===== src/rtl/cfar_threshold_gen_pkg.sv =====
// Shared window geometry and width helpers for the CA-CFAR threshold generator.
// Parameterised localparams are derived in each module through these functions.
package cfar_threshold_gen_pkg;

  localparam int ALPHA_W = 4;

  function automatic int log2c(input int v);
    int r;
    r = 0;
    while ((1 << r) < v) r++;
    return r;
  endfunction

  function automatic int win_len(input int nref, input int nguard);
    return 2 * nref + 2 * nguard + 1;
  endfunction

  function automatic int cut_idx(input int nref, input int nguard);
    return nref + nguard;
  endfunction

  function automatic int sum_wl(input int il, input int nref);
    return il + log2c(nref);
  endfunction

  function automatic int sat_max(input int il);
    return (1 << il) - 1;
  endfunction

endpackage


===== src/rtl/D_FF_enable.sv =====
// Enabled D flip-flop with asynchronous active-low clear.
module D_FF_enable #(
  parameter int WL = 1
) (
  input  logic          iCLK,
  input  logic          iRSTn,
  input  logic          iEN,
  input  logic [WL-1:0] iD,
  output logic [WL-1:0] oQ
);

  logic [WL-1:0] q_q;
  logic [WL-1:0] q_d;

  always_comb begin
    q_d = q_q;
    if (iEN) q_d = iD;
  end

  always_ff @(posedge iCLK or negedge iRSTn) begin
    if (!iRSTn) q_q <= '0;
    else        q_q <= q_d;
  end

  assign oQ = q_q;

endmodule


===== src/rtl/cfar_ref_window.sv =====
// Sliding sample window with incrementally maintained lead/lag reference sums,
// a saturating fill counter, and the stage-1 valid flag.
module cfar_ref_window
  import cfar_threshold_gen_pkg::*;
#(
  parameter  int IL     = 10,
  parameter  int NREF   = 4,
  parameter  int NGUARD = 1,
  localparam int SUM_WL = sum_wl(IL, NREF)
) (
  input  logic              iCLK,
  input  logic              iRSTn,
  input  logic              iEN,
  input  logic [IL-1:0]     iDATA,
  output logic [IL-1:0]     oCUT,
  output logic [SUM_WL-1:0] oLEAD,
  output logic [SUM_WL-1:0] oLAG,
  output logic              oV1
);

  localparam int W       = win_len(NREF, NGUARD);
  localparam int CUT_IDX = cut_idx(NREF, NGUARD);
  localparam int LAG_IN  = NREF + 2 * NGUARD;
  localparam int FILL_W  = $clog2(W + 1);
  localparam logic [FILL_W-1:0] FILL_FULL = FILL_W'(W);

  logic [IL-1:0]     sr_q [W];
  logic [IL-1:0]     sr_d [W];
  logic [SUM_WL-1:0] lead_q, lead_d;
  logic [SUM_WL-1:0] lag_q, lag_d;
  logic [FILL_W-1:0] fill_q, fill_d;
  logic              v1_q, v1_d;

  // Sums use pre-shift taps: the sample entering each side minus the one leaving it.
  always_comb begin
    sr_d   = sr_q;
    lead_d = lead_q;
    lag_d  = lag_q;
    fill_d = fill_q;
    v1_d   = 1'b0;
    if (iEN) begin
      for (int i = W - 1; i > 0; i--) sr_d[i] = sr_q[i-1];
      sr_d[0] = iDATA;
      lead_d  = lead_q + SUM_WL'(iDATA) - SUM_WL'(sr_q[NREF-1]);
      lag_d   = lag_q + SUM_WL'(sr_q[LAG_IN]) - SUM_WL'(sr_q[W-1]);
      fill_d  = (fill_q == FILL_FULL) ? fill_q : fill_q + 1'b1;
      v1_d    = (fill_d == FILL_FULL);
    end
  end

  always_ff @(posedge iCLK or negedge iRSTn) begin
    if (!iRSTn) begin
      for (int i = 0; i < W; i++) sr_q[i] <= '0;
      lead_q <= '0;
      lag_q  <= '0;
      fill_q <= '0;
      v1_q   <= 1'b0;
    end else begin
      sr_q   <= sr_d;
      lead_q <= lead_d;
      lag_q  <= lag_d;
      fill_q <= fill_d;
      v1_q   <= v1_d;
    end
  end

  assign oCUT  = sr_q[CUT_IDX];
  assign oLEAD = lead_q;
  assign oLAG  = lag_q;
  assign oV1   = v1_q;

endmodule


===== src/rtl/cfar_threshold_gen.sv =====
// Cell-averaging CFAR threshold generator: window/sums in stage 1, scaled and
// saturated threshold registered with the aligned CUT in stage 2.
module cfar_threshold_gen
  import cfar_threshold_gen_pkg::*;
#(
  parameter int IL        = 10,
  parameter int NREF      = 4,
  parameter int NGUARD    = 1,
  parameter int ALPHA_NUM = 3,
  parameter int ALPHA_SH  = 1
) (
  input  logic          iCLK,
  input  logic          iRSTn,
  input  logic          iEN,
  input  logic [IL-1:0] iDATA,
  output logic [IL-1:0] oDATA,
  output logic [IL-1:0] oTH,
  output logic          oEN
);

  localparam int SUM_WL = sum_wl(IL, NREF);
  localparam int AVG_SH = log2c(2 * NREF);
  localparam int MUL_W  = IL + ALPHA_W;
  localparam logic [ALPHA_W-1:0] ALPHA_U = ALPHA_W'(ALPHA_NUM);
  localparam logic [MUL_W-1:0]   SAT_LIM = MUL_W'(sat_max(IL));

  function automatic logic [IL-1:0] sat_il(input logic [MUL_W-1:0] v);
    return (v > SAT_LIM) ? {IL{1'b1}} : v[IL-1:0];
  endfunction

  logic [IL-1:0]     cut_p1;
  logic [SUM_WL-1:0] lead_p1, lag_p1;
  logic              vld_p1;
  logic [SUM_WL:0]   sum_p1;
  logic [IL-1:0]     avg_p1;
  logic [MUL_W-1:0]  prod_p1;
  logic [IL-1:0]     th_p1;

  cfar_ref_window #(
    .IL     (IL),
    .NREF   (NREF),
    .NGUARD (NGUARD)
  ) u_window (
    .iCLK  (iCLK),
    .iRSTn (iRSTn),
    .iEN   (iEN),
    .iDATA (iDATA),
    .oCUT  (cut_p1),
    .oLEAD (lead_p1),
    .oLAG  (lag_p1),
    .oV1   (vld_p1)
  );

  // Stage 1 -> 2: average over 2*NREF cells, scale by ALPHA_NUM/2^ALPHA_SH, clamp.
  always_comb begin
    sum_p1  = {1'b0, lead_p1} + {1'b0, lag_p1};
    avg_p1  = IL'(sum_p1 >> AVG_SH);
    prod_p1 = MUL_W'(avg_p1) * MUL_W'(ALPHA_U);
    th_p1   = sat_il(prod_p1 >> ALPHA_SH);
  end

  D_FF_enable #(.WL(IL)) u_data_p2 (
    .iCLK  (iCLK),
    .iRSTn (iRSTn),
    .iEN   (vld_p1),
    .iD    (cut_p1),
    .oQ    (oDATA)
  );

  D_FF_enable #(.WL(IL)) u_th_p2 (
    .iCLK  (iCLK),
    .iRSTn (iRSTn),
    .iEN   (vld_p1),
    .iD    (th_p1),
    .oQ    (oTH)
  );

  D_FF_enable #(.WL(1)) u_en_p2 (
    .iCLK  (iCLK),
    .iRSTn (iRSTn),
    .iEN   (1'b1),
    .iD    (vld_p1),
    .oQ    (oEN)
  );

endmodule


===== config.mk =====
export PLATFORM = sky130hd
export DESIGN_NAME = cfar_threshold_gen
export DESIGN_NICKNAME = d
export VERILOG_FILES = /design/src/rtl/cfar_threshold_gen_pkg.sv /design/src/rtl/D_FF_enable.sv /design/src/rtl/cfar_ref_window.sv /design/src/rtl/cfar_threshold_gen.sv
export SDC_FILE = /design/constraint.sdc
export NUM_CORES = 1
export LEC_CHECK = 0
export BUFFER_PORTS_ARGS = -buffer_cell sky130_fd_sc_hd__buf_2
export CAP_MARGIN = 20
export CORE_MARGIN = 2
export CORE_UTILIZATION = 53
export CTS_CLUSTER_SIZE = 12
export DETAILED_ROUTE_END_ITERATION = 10
export HOLD_SLACK_MARGIN = 0.03
export PLACE_DENSITY = 0.73
export SLEW_MARGIN = 20
export SYNTH_ARGS = -nofsm -noshare
export SYNTH_HDL_FRONTEND = slang
export SYNTH_SLANG_ARGS = --single-unit

===== constraint.sdc =====
create_clock -name iCLK -period 3.1 [get_ports iCLK]
set_input_delay 0.465 -clock iCLK [delete_from_list [all_inputs] [get_ports iCLK]]
set_output_delay 0.465 -clock iCLK [all_outputs]
set_load 0.05 [all_outputs]

==> flow_results.org, run 1 <==
** Status
- The flow ran to the end, but the final reports show violations.
- Violated checks :: setup timing

** Placed design
- Once detailed placement completed, the half-perimeter wirelength came to 11100 um.
- Port Buffers :: 33
- At the end of routability-driven placement, the weighted congestion stood at 0.851.

** Timing
- Final setup violating endpoints :: 10
- The number of endpoints with negative hold slack in the final report was 0.
- For the final routed database, the setup TNS stands at -1750 ps.
- The max-slew violation total from the final report came to 0.
- For the pin with the worst max-slew slack, the measured transition is 703 ps.
- Worst path setup slack after routing :: -200 ps
- Worst max-slew margin expressed relative to the limit :: 0.531
- Subtracting the final worst setup slack from the clock period gives 3300 ps.
- For this run, the top clock speed supported by timing is 303 MHz.
- Setup repair after global routing could not meet its margin everywhere.
- Largest clock skew in the final design :: 12.5 ps
- Period utilization :: 1.06

** Clock tree
- CTS HTree Levels :: 4
- CTS root buffer :: clkbuf_16
- Latest clock arrival within the worst-skew pair :: 430 ps
- Inserted Clock Buffers :: 17
- TritonCTS built the clock tree.
- In this run, post-CTS hold repair placed 0 buffers.
- Maximum count of clock buffers along a single path :: 2
- The clock net in this run drives a total of 160 sinks.
- After clock tree synthesis, the clock-pin slew on the worst setup and hold paths is 60 ps.

** Global route
- First-pass GRT wire length :: 26100 um
- Entering global routing, the biggest net connects 110 pins.
- The via count of the first global-routing pass is 5617.
- For met2 alone, demand over resource in global routing was 0.333.
- Global Route met3 Usage :: 0.0495
- Summed over all layers, the global routing overflow is 0.
- For this run, global-route usage on met1 was measured as 0.247.
- Busiest metal layer after global routing :: met2
- Antenna violations before repair :: 0
- For this run, the total global-route usage over all layers was measured as 0.199.

** Finish
- Area used by sequential logic in the layout :: 4000 um^2
- Synth-to-Final Area Change :: 16.3%
- The repair_antennas step left the layout with diodes totalling 0.
- After filler insertion, the fill cell instance count of the layout stands at 1190.
- Final-stage net count :: 869
- Multi-input combinational cell area :: 4050 um^2
- Core occupancy in the finished layout :: 0.634
- Layout cells sized above 1 :: 0.308

** Min path
- Hold WC Path Type :: input port to async pin

** Worst setup path
- At the worst endpoint, the arrival time is 3600 ps.
- Data required time of the worst path :: 3400 ps
- Largest fanout of any net on the critical path :: 7
- Internal reg-to-reg setup slack :: -200 ps
- STA classifies the critical path endpoint as a register.
- Startpoint of the worst register-to-register path :: u_window.oLAG[1]
- Worst r2r path cells :: 14
- Setup crit start kind :: register
- Crit Path Category :: register to register
- End of the worst register-to-register path :: u_th_p2.oQ[7]

** Detailed routing
- Number of nets with antenna violations after routing :: 0
- Number of remaining DRC errors :: 0
- Total routed wirelength :: 15600 um
- Dividing the detail-routed via count by the number of cells gives 5.34.
- After detailed routing, the average wire length per cell comes to 15.4 um.
- Drt first pass iters :: 5
- DRC violation total after the first TritonRoute iteration :: 197
- Detailed routing inserted a total of 5407 vias.

** Yosys
- Dominant register cell in the synthesized netlist :: dfrtp_1
- Number of storage elements in the synthesis netlist :: 160
- Per-instance average area after synthesis :: 11.5 um^2
- Synth Net Count :: 806
- For this run, the number of Yosys warnings is 0.
- Sequential area share after synthesis :: 0.479
- Post-synth EDFFs :: 0
- Cell count after synthesis :: 725
- For this run, asynchronously set or reset flops after synthesis account for 1.00.
- Count of unique library cells instantiated by Yosys :: 52
- The cell area that synthesis handed to floorplanning was 8350 um^2.

** Floorplanning
- 34 I/O pins were placed.
- The initialized floorplan defines 45 standard-cell rows.
- The die covers 16800 um^2.
- For this configuration, the core starts out at a cell density of 0.545.
- The total area inside the core boundary comes to 15300 um^2.
- Die W :: 130 um
- Overall die height :: 130 um

** Job
- Max-cap violations :: 0
[synthesized netlist by cell type (all sizes together), types with 6 or more instances]
cell    number  area share
dfrtp      160        0.48
mux2       114        0.15
inv         96       0.043
ha          47       0.070
a21oi       40       0.024
o21ai       39       0.024
nand2       38       0.017
nor2        26       0.012
fa          21       0.050
clkbuf      18      0.0081
xnor2       16       0.017
nand2b      12      0.0090
a21o         7      0.0063
xor2         7      0.0073
a211oi       6      0.0054
o311ai       6      0.0063
[worst max-delay path, stage by stage, from the launching register on]
cell and delay (ps):
dfrtp_1 390, ha_1 310, a311o_1 290, a21o_1 220, a21oi_4 190, o21ai_2 100
nor2_2 190, xnor2_2 110, ha_1 320, o21a_1 180, o31a_1 140, o221a_4 240
a211o_1 290, inv_2 120, a21oi_1 80
[layer usage]
| metal | part of all wire | vias to the layer above |
|---|---|---|
| li1 | - | 2618 |
| met1 | 0.44 | 2671 |
| met2 | 0.50 | 93 |
| met3 | 0.033 | 25 |
| met4 | 0.024 | 0 |
| met5 | 0 | - |
[placed cells by master (no fill, tap or decap), drive strengths merged, types with 2 or more instances in the layout]
cell type,instances
o311ai,6
ha,47
or4,4
o21ai,39
a21o,7
nand2b,12
o22ai,3
fa,21
nor4,4
nand2,38
nor3b,2
or2,3
nand3b,3
inv,105
nand3,4
nor2,26
buf,65
clkinv,5
a31o,2
mux2,114
a2111o,2
o21a,5
dfrtp,160
o211ai,4
nand4b,3
o22a,2
a211o,3
xor2,7
xnor2,16
mux2i,5
clkbuf,17
a211oi,6
a21oi,40
nor3,4
nor2b,5
[flip-flops by register name, indices dropped and copies added (netlist names), 4 cells and up]
name / cells
u_window.oLAG: 12
u_window.oCUT: 10
u_data_p2.oQ: 10
u_th_p2.oQ: 10
u_window.fill_q: 4
u_window.sr_q: 100
u_window.oLEAD: 12
[what timing repair did]
item / 4_1_cts / 5_1_grt
buffers inserted: 2 / 3
setup endpoints to repair: 10 / 10
pin swaps: 10 / 11
gates resized for setup: 7 / 20
[metrics by stage]
stage / hold slack [ps] / instances / area [um^2] / setup slack, ps
6_report: 46.7 / 1012 / 9710 / -200
5_1_grt: 96.8 / 1012 / 9710 / -309
4_1_cts: 78.0 / 1009 / 9600 / -243
3_5_place_dp: 488 / 975 / 8970 / -249
3_3_place_gp: 482 / 975 / 8970 / -115
2_1_floorplan: 169 / 725 / 8380 / -23.5
[worst max path at each step]
| stage | startpoint | end | slack, ps |
|---|---|---|---|
| after floorplan | u_window.oLAG[1] | u_th_p2.oQ[0] | -20 |
| after global placement | u_window.oLAG[1] | u_th_p2.oQ[1] | -110 |
| after detailed placement | u_window.oLAG[1] | u_th_p2.oQ[7] | -250 |
| after CTS | u_window.oLAG[1] | u_th_p2.oQ[7] | -240 |
| after global routing | u_window.oLAG[1] | u_th_p2.oQ[1] | -310 |
| final | u_window.oLAG[1] | u_th_p2.oQ[7] | -200 |
[cell families after synthesis]
| kind of cell | count (synthesis) | synth area share |
|---|---|---|
| flops | 160 | 0.479 |
| compound gates | 127 | 0.0974 |
| mux | 119 | 0.160 |
| buf+inv | 117 | 0.0526 |
| simple gates | 111 | 0.0661 |
| fa+ha+maj | 68 | 0.121 |
| xor+xnor | 23 | 0.0241 |
[layout make-up]
class | instances | share of cell area
Clock inverter | 15 | 0.0166
Clock buffer | 17 | 0.0438
Sequential cell | 160 | 0.412
Inverter | 96 | 0.0371
Multi-Input combinational cell | 448 | 0.417
Tap cell | 211 | 0.0272
Timing Repair Buffer | 65 | 0.0460
Power of run 1 is left out: the tool's default activity adds up to more than one toggle a clock period on the data nets, which glitch-free logic cannot reach.
==> run 2: changes to the inputs <==
==> constraint.sdc (replaced) <==
create_clock -name iCLK -period 3.1 [get_ports iCLK]
set_input_delay 0.31 -clock iCLK [delete_from_list [all_inputs] [get_ports iCLK]]
set_output_delay 0.31 -clock iCLK [all_outputs]
set_load 0.05 [all_outputs]
==> run 2 against run 1 <==
Compared with the run above: the run still ends with setup timing left; sequential cell count stayed put; final area hardly changed; global-route usage is 0.61 points higher; sequential share of layout area hardly changed; worst setup slack better by 16 ps; wire length is 2.2% higher; hold slack better by 72 ps; fmax is 0.49% higher; critical path depth is 2 lower; clock skew is 3.0 ps lower; core utilization hardly changed; critical endpoint is now u_th_p2.oQ[9]; highest routed layer unchanged.
==> flow_results.org, run 2 (synthesized netlist as in run 1, its figures left out) <==
** Placed design
- The last weighted congestion value of the routability-driven placer is 0.815 (was 0.851).
- Port Buffers :: 33 (unchanged)
- Half-perimeter wire length of the detailed placement result :: 11100 um (about the same)
- Number of placed instances with taps included :: 976 (was 975)

** Global route
- M1 GR Usage :: 0.247 (about the same)
- Global routing met2 resource utilization :: 0.362 (was 0.333)
- The final global-route overflow total was 0 (unchanged).
- Antenna violations before repair :: 0 (unchanged)
- The via count of the first global-routing pass is 5752 (was 5617).
- Largest net degree at the start of global routing :: 112 (was 110)
- The total track usage was 0.205 (was 0.199).
- First-pass GRT wire length :: 26800 um (was 26100 um)
- Global Route met3 Usage :: 0.0458 (was 0.0495)
- Busiest metal layer after global routing :: met2 (unchanged)

** Timing
- The number of endpoints with negative hold slack in the final report was 0 (unchanged).
- Final setup violating endpoints :: 10 (unchanged)
- Worst max-slew margin expressed relative to the limit :: 0.506 (was 0.531)
- Setup repair after global routing missed its margin: yes (unchanged).
- Period utilization :: 1.06 (about the same)
- Final Max Slew Viols :: 0 (unchanged)
- Least-Margin Pin Slew :: 741 ps (was 703 ps)
- Sum Neg Setup Slack :: -1700 ps (was -1750 ps)
- Worst path setup slack after routing :: -184 ps (was -200 ps)
- Clock period minus worst slack :: 3280 ps (was 3300 ps)
- The largest clock skew in the final design is 9.44 ps (was 12.5 ps).
- Highest Clock Rate :: 305 MHz (was 303 MHz)

** Status
- Status :: finished, violations left (unchanged)
- Violated checks: setup timing (unchanged).

** Worst setup path
- The slowest library cell on the worst path is dfrtp_1 (unchanged).
- Startpoint of the worst register-to-register path :: u_window.oLAG[1] (unchanged)
- The kind of end point of the critical path is a register (unchanged).
- Highest cell delay on the worst timing path :: 420 ps (was 390 ps)
- Crit Path Category :: register to register (unchanged)
- The arrival time at the worst endpoint is 3600 ps (about the same).
- Data required time of the worst path :: 3410 ps (was 3400 ps)
- The maximum net fanout on the critical path came to 7 (unchanged).
- Origin of the worst setup path :: u_window.oLAG[1] (unchanged)
- Cells along the critical path :: ha_4, a311o_1, a21o_1, a311oi_2, inv_1, a21oi_2, xnor2_2, ha_2, o221a_4, a211o_1, inv_2, a21oi_1 (was ha_1, a311o_1, a21o_1, a21oi_4, o21ai_2, nor2_2, xnor2_2, ha_1, o21a_1, o31a_1, o221a_4, a211o_1, inv_2, a21oi_1)
- Worst r2r path cells :: 12 (was 14)
- The kind of start point of the critical path is a register (unchanged).

** Floorplanning
- The vertical die dimension is 130 um (unchanged).
- The number of ports placed on the die boundary is 34 (unchanged).
- Initial core utilization :: 0.545 (unchanged)
- Die W :: 130 um (unchanged)
- The full die area came to 16800 um^2 (unchanged).
- The number of core rows was 45 (unchanged).
- The core box area was 15300 um^2 (unchanged).

** Detailed routing
- The number of detailed-routing iterations run before antenna repair is 4 (was 5).
- DR vias/cell :: 5.40 (was 5.34)
- The number of nets with antenna violations after detailed routing came to 0 (unchanged).
- Vias post-DR :: 5467 (was 5407)
- Number of remaining DRC errors :: 0 (unchanged)
- Total routed wirelength :: 15900 um (was 15600 um)
- The average wire per cell in the routed design is 15.7 um (was 15.4 um).
- DRC violation total after the first TritonRoute iteration :: 278 (was 197)

** Finish
- Layout cells sized above 1 :: 0.308 (unchanged)
- Antenna Cells :: 0 (unchanged)
- Most flop-heavy register :: u_window.sr_q (unchanged)
- The most frequent standard cell in the layout excluding fill and tap cells is dfrtp_1 (unchanged).
- The number of nets in the finished design is 869 (unchanged).
- The combined area of the multi-input logic cells is 4060 um^2 (was 4050 um^2).
- Area used by sequential logic in the layout :: 4000 um^2 (unchanged)
- Synth-to-Final Area Change :: 16.3% (about the same)
- Number of filler instances in the final layout :: 1207 (was 1190)
- Count of non-filler cells in the finished layout :: 1012 (unchanged)
- Max reg flops :: 100 (unchanged)
- Highest-count cells in the layout ignoring fill and taps: dfrtp_1, mux2_2, inv_1 (unchanged).
- Core occupancy in the finished layout :: 0.634 (about the same)

** Clock tree
- The maximum clock insertion buffer count was 2 (unchanged).
- CTS HTree Levels :: 4 (unchanged)
- The total number of clock tree sinks is 160 (unchanged).
- Clock tree from TritonCTS :: done (unchanged)
- The number of buffers created by CTS is 17 (unchanged).
- The cell at the root of the clock tree is clkbuf_16 (unchanged).
- Latest clock arrival within the worst-skew pair :: 430 ps (about the same)
- The clock-pin slew on the worst setup and hold paths came to 60 ps (about the same).

** Min path
- In this run the most critical hold path is launched from iDATA[2].
- Hold WC Path Type :: input port to register (was input port to async pin)
- Hold depth :: 2

** Job
- Max-cap violations :: 0 (unchanged)
run 2: cell types whose count changed in the layout (fill, tap and decap cells not counted), sizes merged:
| cell | delta |
|---|---|
| dlygate4sd3 | +1 |
| clkinvlp | +2 |
| bufinv | +1 |
| clkinv | -2 |
| clkbuf | +3 |
| buf | -1 |
| inv | -4 |
run 2: layer usage:
layer  wire, um  share of wire  vias up
met5          0              0        -
met2       8190           0.51       98
met1       6920           0.43     2729
li1           -              -     2613
met3        532          0.033       27
met4        295          0.019        0
run 2: path summary, 6_finish.rpt:
kind,slack [ps],to
min in group asynchronous,460,u_th_p2.oQ[2]
max in group asynchronous,1760,u_window.sr_q[6]
max reg2reg,-180,u_th_p2.oQ[9]
min,120,u_window.sr_q[102]
min reg2reg,500,u_th_p2.oQ[4]
max,-180,u_th_p2.oQ[9]
run 2: worst max-delay path, delay by kind of cell (launching register included):
| family | cells | cell delay, ps |
|---|---|---|
| compound gates | 7 | 1800 |
| buf+inv | 2 | 220 |
| fa+ha+maj | 2 | 580 |
| flops | 1 | 420 |
| xor+xnor | 1 | 140 |
run 2: final cells by class:
type	instances	share of cell area
Clock buffer	20	0.0470
Clock inverter	12	0.0128
Inverter	96	0.0371
Multi-Input combinational cell	448	0.418
Sequential cell	160	0.412
Tap cell	211	0.0272
Timing Repair Buffer	65	0.0459
run 2: stage by stage:
| step | area [um^2] | hold slack [ps] | setup slack (ps) |
|---|---|---|---|
| 2_1_floorplan | 8380 | 14.4 | -23.5 |
| 3_3_place_gp | 8980 | 389 | -127 |
| 3_5_place_dp | 8980 | 394 | -221 |
| 4_1_cts | 9590 | 103 | -234 |
| 5_1_grt | 9710 | 112 | -352 |
| 6_report | 9710 | 119 | -184 |
run 2: timing repair:
| item | in CTS | in global routing |
|---|---|---|
| setup buffers | 1 | 2 |
| hold endpoints to repair | 80 | 0 |
| hold buffers | 1 | 0 |
| resized for setup | 4 | 24 |
| endpoints found under the setup margin | 10 | 11 |
| pin swaps | 4 | 16 |
Power of run 2 is left out for the same reason.
==> run 3: changes to the inputs <==
Settings changed: CORE_MARGIN 2 to 5, SETUP_SLACK_MARGIN from default to 0.05.
==> run 3 against run 2 <==
Compared with the run above: the run still ends with setup timing left; final area about the same; global-route usage down 2.1 points; sequential share of layout area about the same; register-to-register slack worse by 50 ps; hold slack better by 3.4 ps; critical endpoint is now u_th_p2.oQ[1]; highest routed layer unchanged.
==> flow_results.org, run 3 (synthesized netlist as in run 1, its figures left out) <==
** Detailed routing
- Total routed wirelength :: 15500 um (was 15900 um)
- Wire length on met1 :: 6930 um (was 6920 um)
- The average wire per cell in the routed design is 15.3 um (was 15.7 um).
- Topmost layer with routed signal wires :: met4 (unchanged)
- The first-iteration detailed-routing DRC count was 206 (was 278).
- Met2 WL post-DR :: 7590 um (was 8190 um)
- The number of detailed-routing iterations run before antenna repair is 4 (unchanged).
- The number of remaining DRC errors is 0 (unchanged).
- The via density per instance was 5.27 (was 5.40).
- Vias post-DR :: 5336 (was 5467)
- The met3 layer wire length in the routed design was 447 um (was 532 um).
- The number of nets with antenna violations after detailed routing was 0 (unchanged).

** Status
- Status :: finished, violations left (unchanged)
- Violated checks :: setup timing (unchanged)

** Finish
- The number of nets in the finished design came to 869 (unchanged).
- The share of cells above drive strength 1 was 0.302 (was 0.308).
- Highest-count cells in the layout ignoring fill and taps :: dfrtp_1, mux2_2, inv_1 (unchanged)
- The flip-flop count of the largest register after layout came to 100 (unchanged).
- The area growth from synthesis to final layout was 16.3% (about the same).
- The most frequent standard cell in the layout excluding fill and tap cells was dfrtp_1 (unchanged).
- Antenna Cells :: 0 (unchanged)
- The largest register by flop count was u_window.sr_q (unchanged).
- The number of cells in the finished layout apart from fillers was 1012 (unchanged).

** Min path
- The startpoint of the tightest hold check path was iDATA[3] (was iDATA[2]).
- The class of the most critical hold timing path is input port to register (unchanged).
- The number of instances on the worst hold path came to 2 (unchanged).
- WHS Endpoint :: u_window.sr_q[103] (was u_window.sr_q[102])

** Worst setup path
- The peak per-stage delay on the critical path was 390 ps (was 420 ps).
- The slowest library cell on the worst path is dfrtp_1 (unchanged).
- Origin of the worst setup path :: u_window.oLAG[1] (unchanged)
- Cells along the critical path: ha_1, a311o_1, a21o_1, a21oi_4, o21ai_2, nor2_2, xnor2_2, ha_1, o21a_1, o31a_1, o221a_2, a211o_1, inv_2, a21oi_1 (was ha_4, a311o_1, a21o_1, a311oi_2, inv_1, a21oi_2, xnor2_2, ha_2, o221a_4, a211o_1, inv_2, a21oi_1).
- Largest fanout of any net on the critical path :: 7 (unchanged)
- The required time of the worst setup path is 3410 ps (about the same).
- The kind of end point of the critical path was a register (unchanged).
- The kind of start point of the critical path is a register (unchanged).
- Crit Path Category :: register to register (unchanged)
- Startpoint of the worst register-to-register path :: u_window.oLAG[1] (unchanged)
- The buffering stage count on the worst path with inverters included came to 1 (was 2).
- Internal reg-to-reg setup slack :: -230 ps (was -180 ps)
- By instance count, the cell type seen most on the critical path is ha_1.
- Worst r2r path cells :: 14 (was 12)
- Arrival time worst endpoint :: 3650 ps (was 3600 ps)
- The cell family contributing the most delay on the critical path was compound AO/OA/AOI/OAI gates (unchanged).
- The reg-to-reg critical path endpoint is u_th_p2.oQ[1] (was u_th_p2.oQ[9]).

** Floorplanning
- Number of top-level pins :: 34 (unchanged)
- Area of the die :: 18400 um^2 (was 16800 um^2)
- Die W :: 136 um (was 130 um)
- Initial core utilization :: 0.545 (unchanged)
- Overall die height :: 136 um (was 130 um)
- The number of core rows came to 45 (unchanged).
- The core box area was 15300 um^2 (unchanged).

** Global route
- The maximum number of pins on one net before global-route repair is 96 (was 112).
- GRT Util Overall :: 0.184 (was 0.205)
- The global-route wire length before repair came to 26800 um (about the same).
- Antenna violations before repair :: 0 (unchanged)
- The via count of the first global-routing pass came to 5663 (was 5752).
- Remaining Overflow, GRT :: 0 (unchanged)

** Timing
- Largest clock skew in the final design :: 9.24 ps (was 9.44 ps)
- The fmax was 300 MHz (was 305 MHz).
- Worst path setup slack after routing :: -231 ps (was -184 ps)
- The setup TNS came to -2050 ps (was -1700 ps).
- Final setup violating endpoints :: 10 (unchanged)
- Least-Margin Pin Slew :: 787 ps (was 741 ps)
- The portion of the clock cycle consumed by the worst path in the final layout was 1.07 (was 1.06).
- The minimum clock period after layout came to 3330 ps (was 3280 ps).
- Setup repair after global routing missed its margin :: yes (unchanged)
- Final hold violation count :: 0 (unchanged)
- The max-slew violation total from the final report came to 0 (unchanged).
- Worst max-slew margin expressed relative to the limit :: 0.475 (was 0.506)

** Clock tree
- The number of H-tree branching levels is 4 (unchanged).
- The clock tree from TritonCTS is done (unchanged).
- CTS root buffer :: clkbuf_16 (unchanged)
- Number of sinks driven by the clock tree :: 160 (unchanged)
- Latest clock arrival within the worst-skew pair :: 440 ps (was 430 ps)
- Maximum count of clock buffers along a single path :: 2 (unchanged)
- Clock transition at path regs :: 70 ps (was 60 ps)
- Inserted Clock Buffers :: 17 (unchanged)

** Placed design
- Number of placed instances with taps included :: 977 (was 976)
- The last weighted congestion value of the routability-driven placer was 0.802 (was 0.815).
- Port Buffers :: 33 (unchanged)
- Half-perimeter wire length of the detailed placement result :: 11200 um (was 11100 um)

** Job
- The number of max-cap violations came to 0 (unchanged).
-- run 3: worst max-delay path by stage --
stage | cells past startpoint | end
after floorplan | 12 | u_th_p2.oQ[0]
after global placement | 13 | u_th_p2.oQ[1]
after detailed placement | 14 | u_th_p2.oQ[1]
after CTS | 14 | u_th_p2.oQ[1]
after global routing | 14 | u_th_p2.oQ[3]
final | 14 | u_th_p2.oQ[1]
-- run 3: routing by layer --
| layer | up-vias | global-route usage |
|---|---|---|
| met5 | - | 0 |
| met4 | 0 | 0.0907 |
| met3 | 36 | 0.0409 |
| met2 | 82 | 0.295 |
| met1 | 2598 | 0.238 |
| li1 | 2620 | - |
-- run 3: stage by stage --
step                instance area (um^2)  utilization  hold slack (ps)  setup WS, ps
CTS                                 9630        0.629              109          -250
global placement                    8990        0.587              424          -115
floorplan                           8380            -             14.4         -23.5
detailed placement                  8990        0.587              433          -212
finish                              9720        0.634              122          -231
global route                        9720        0.634              117          -389
-- run 3: layout make-up --
class | count | area (um^2)
fillers | 1192 | 5600
multi-input cells | 448 | 4030
flip-flops and latches | 160 | 4000
repair buffers | 65 | 445
clock buffers | 17 | 425
inverters | 96 | 360
well taps | 211 | 264
clock inverters | 15 | 191
-- run 3: repair_timing --
item | in CTS | in global routing
setup buffers | 1 | 1
hold endpoints to repair | 85 | 0
hold buffers | 1 | 0
pin swaps | 4 | 10
gates resized for setup | 2 | 17
setup endpoints to repair | 10 | 12
Power of run 3 is left out for the same reason.
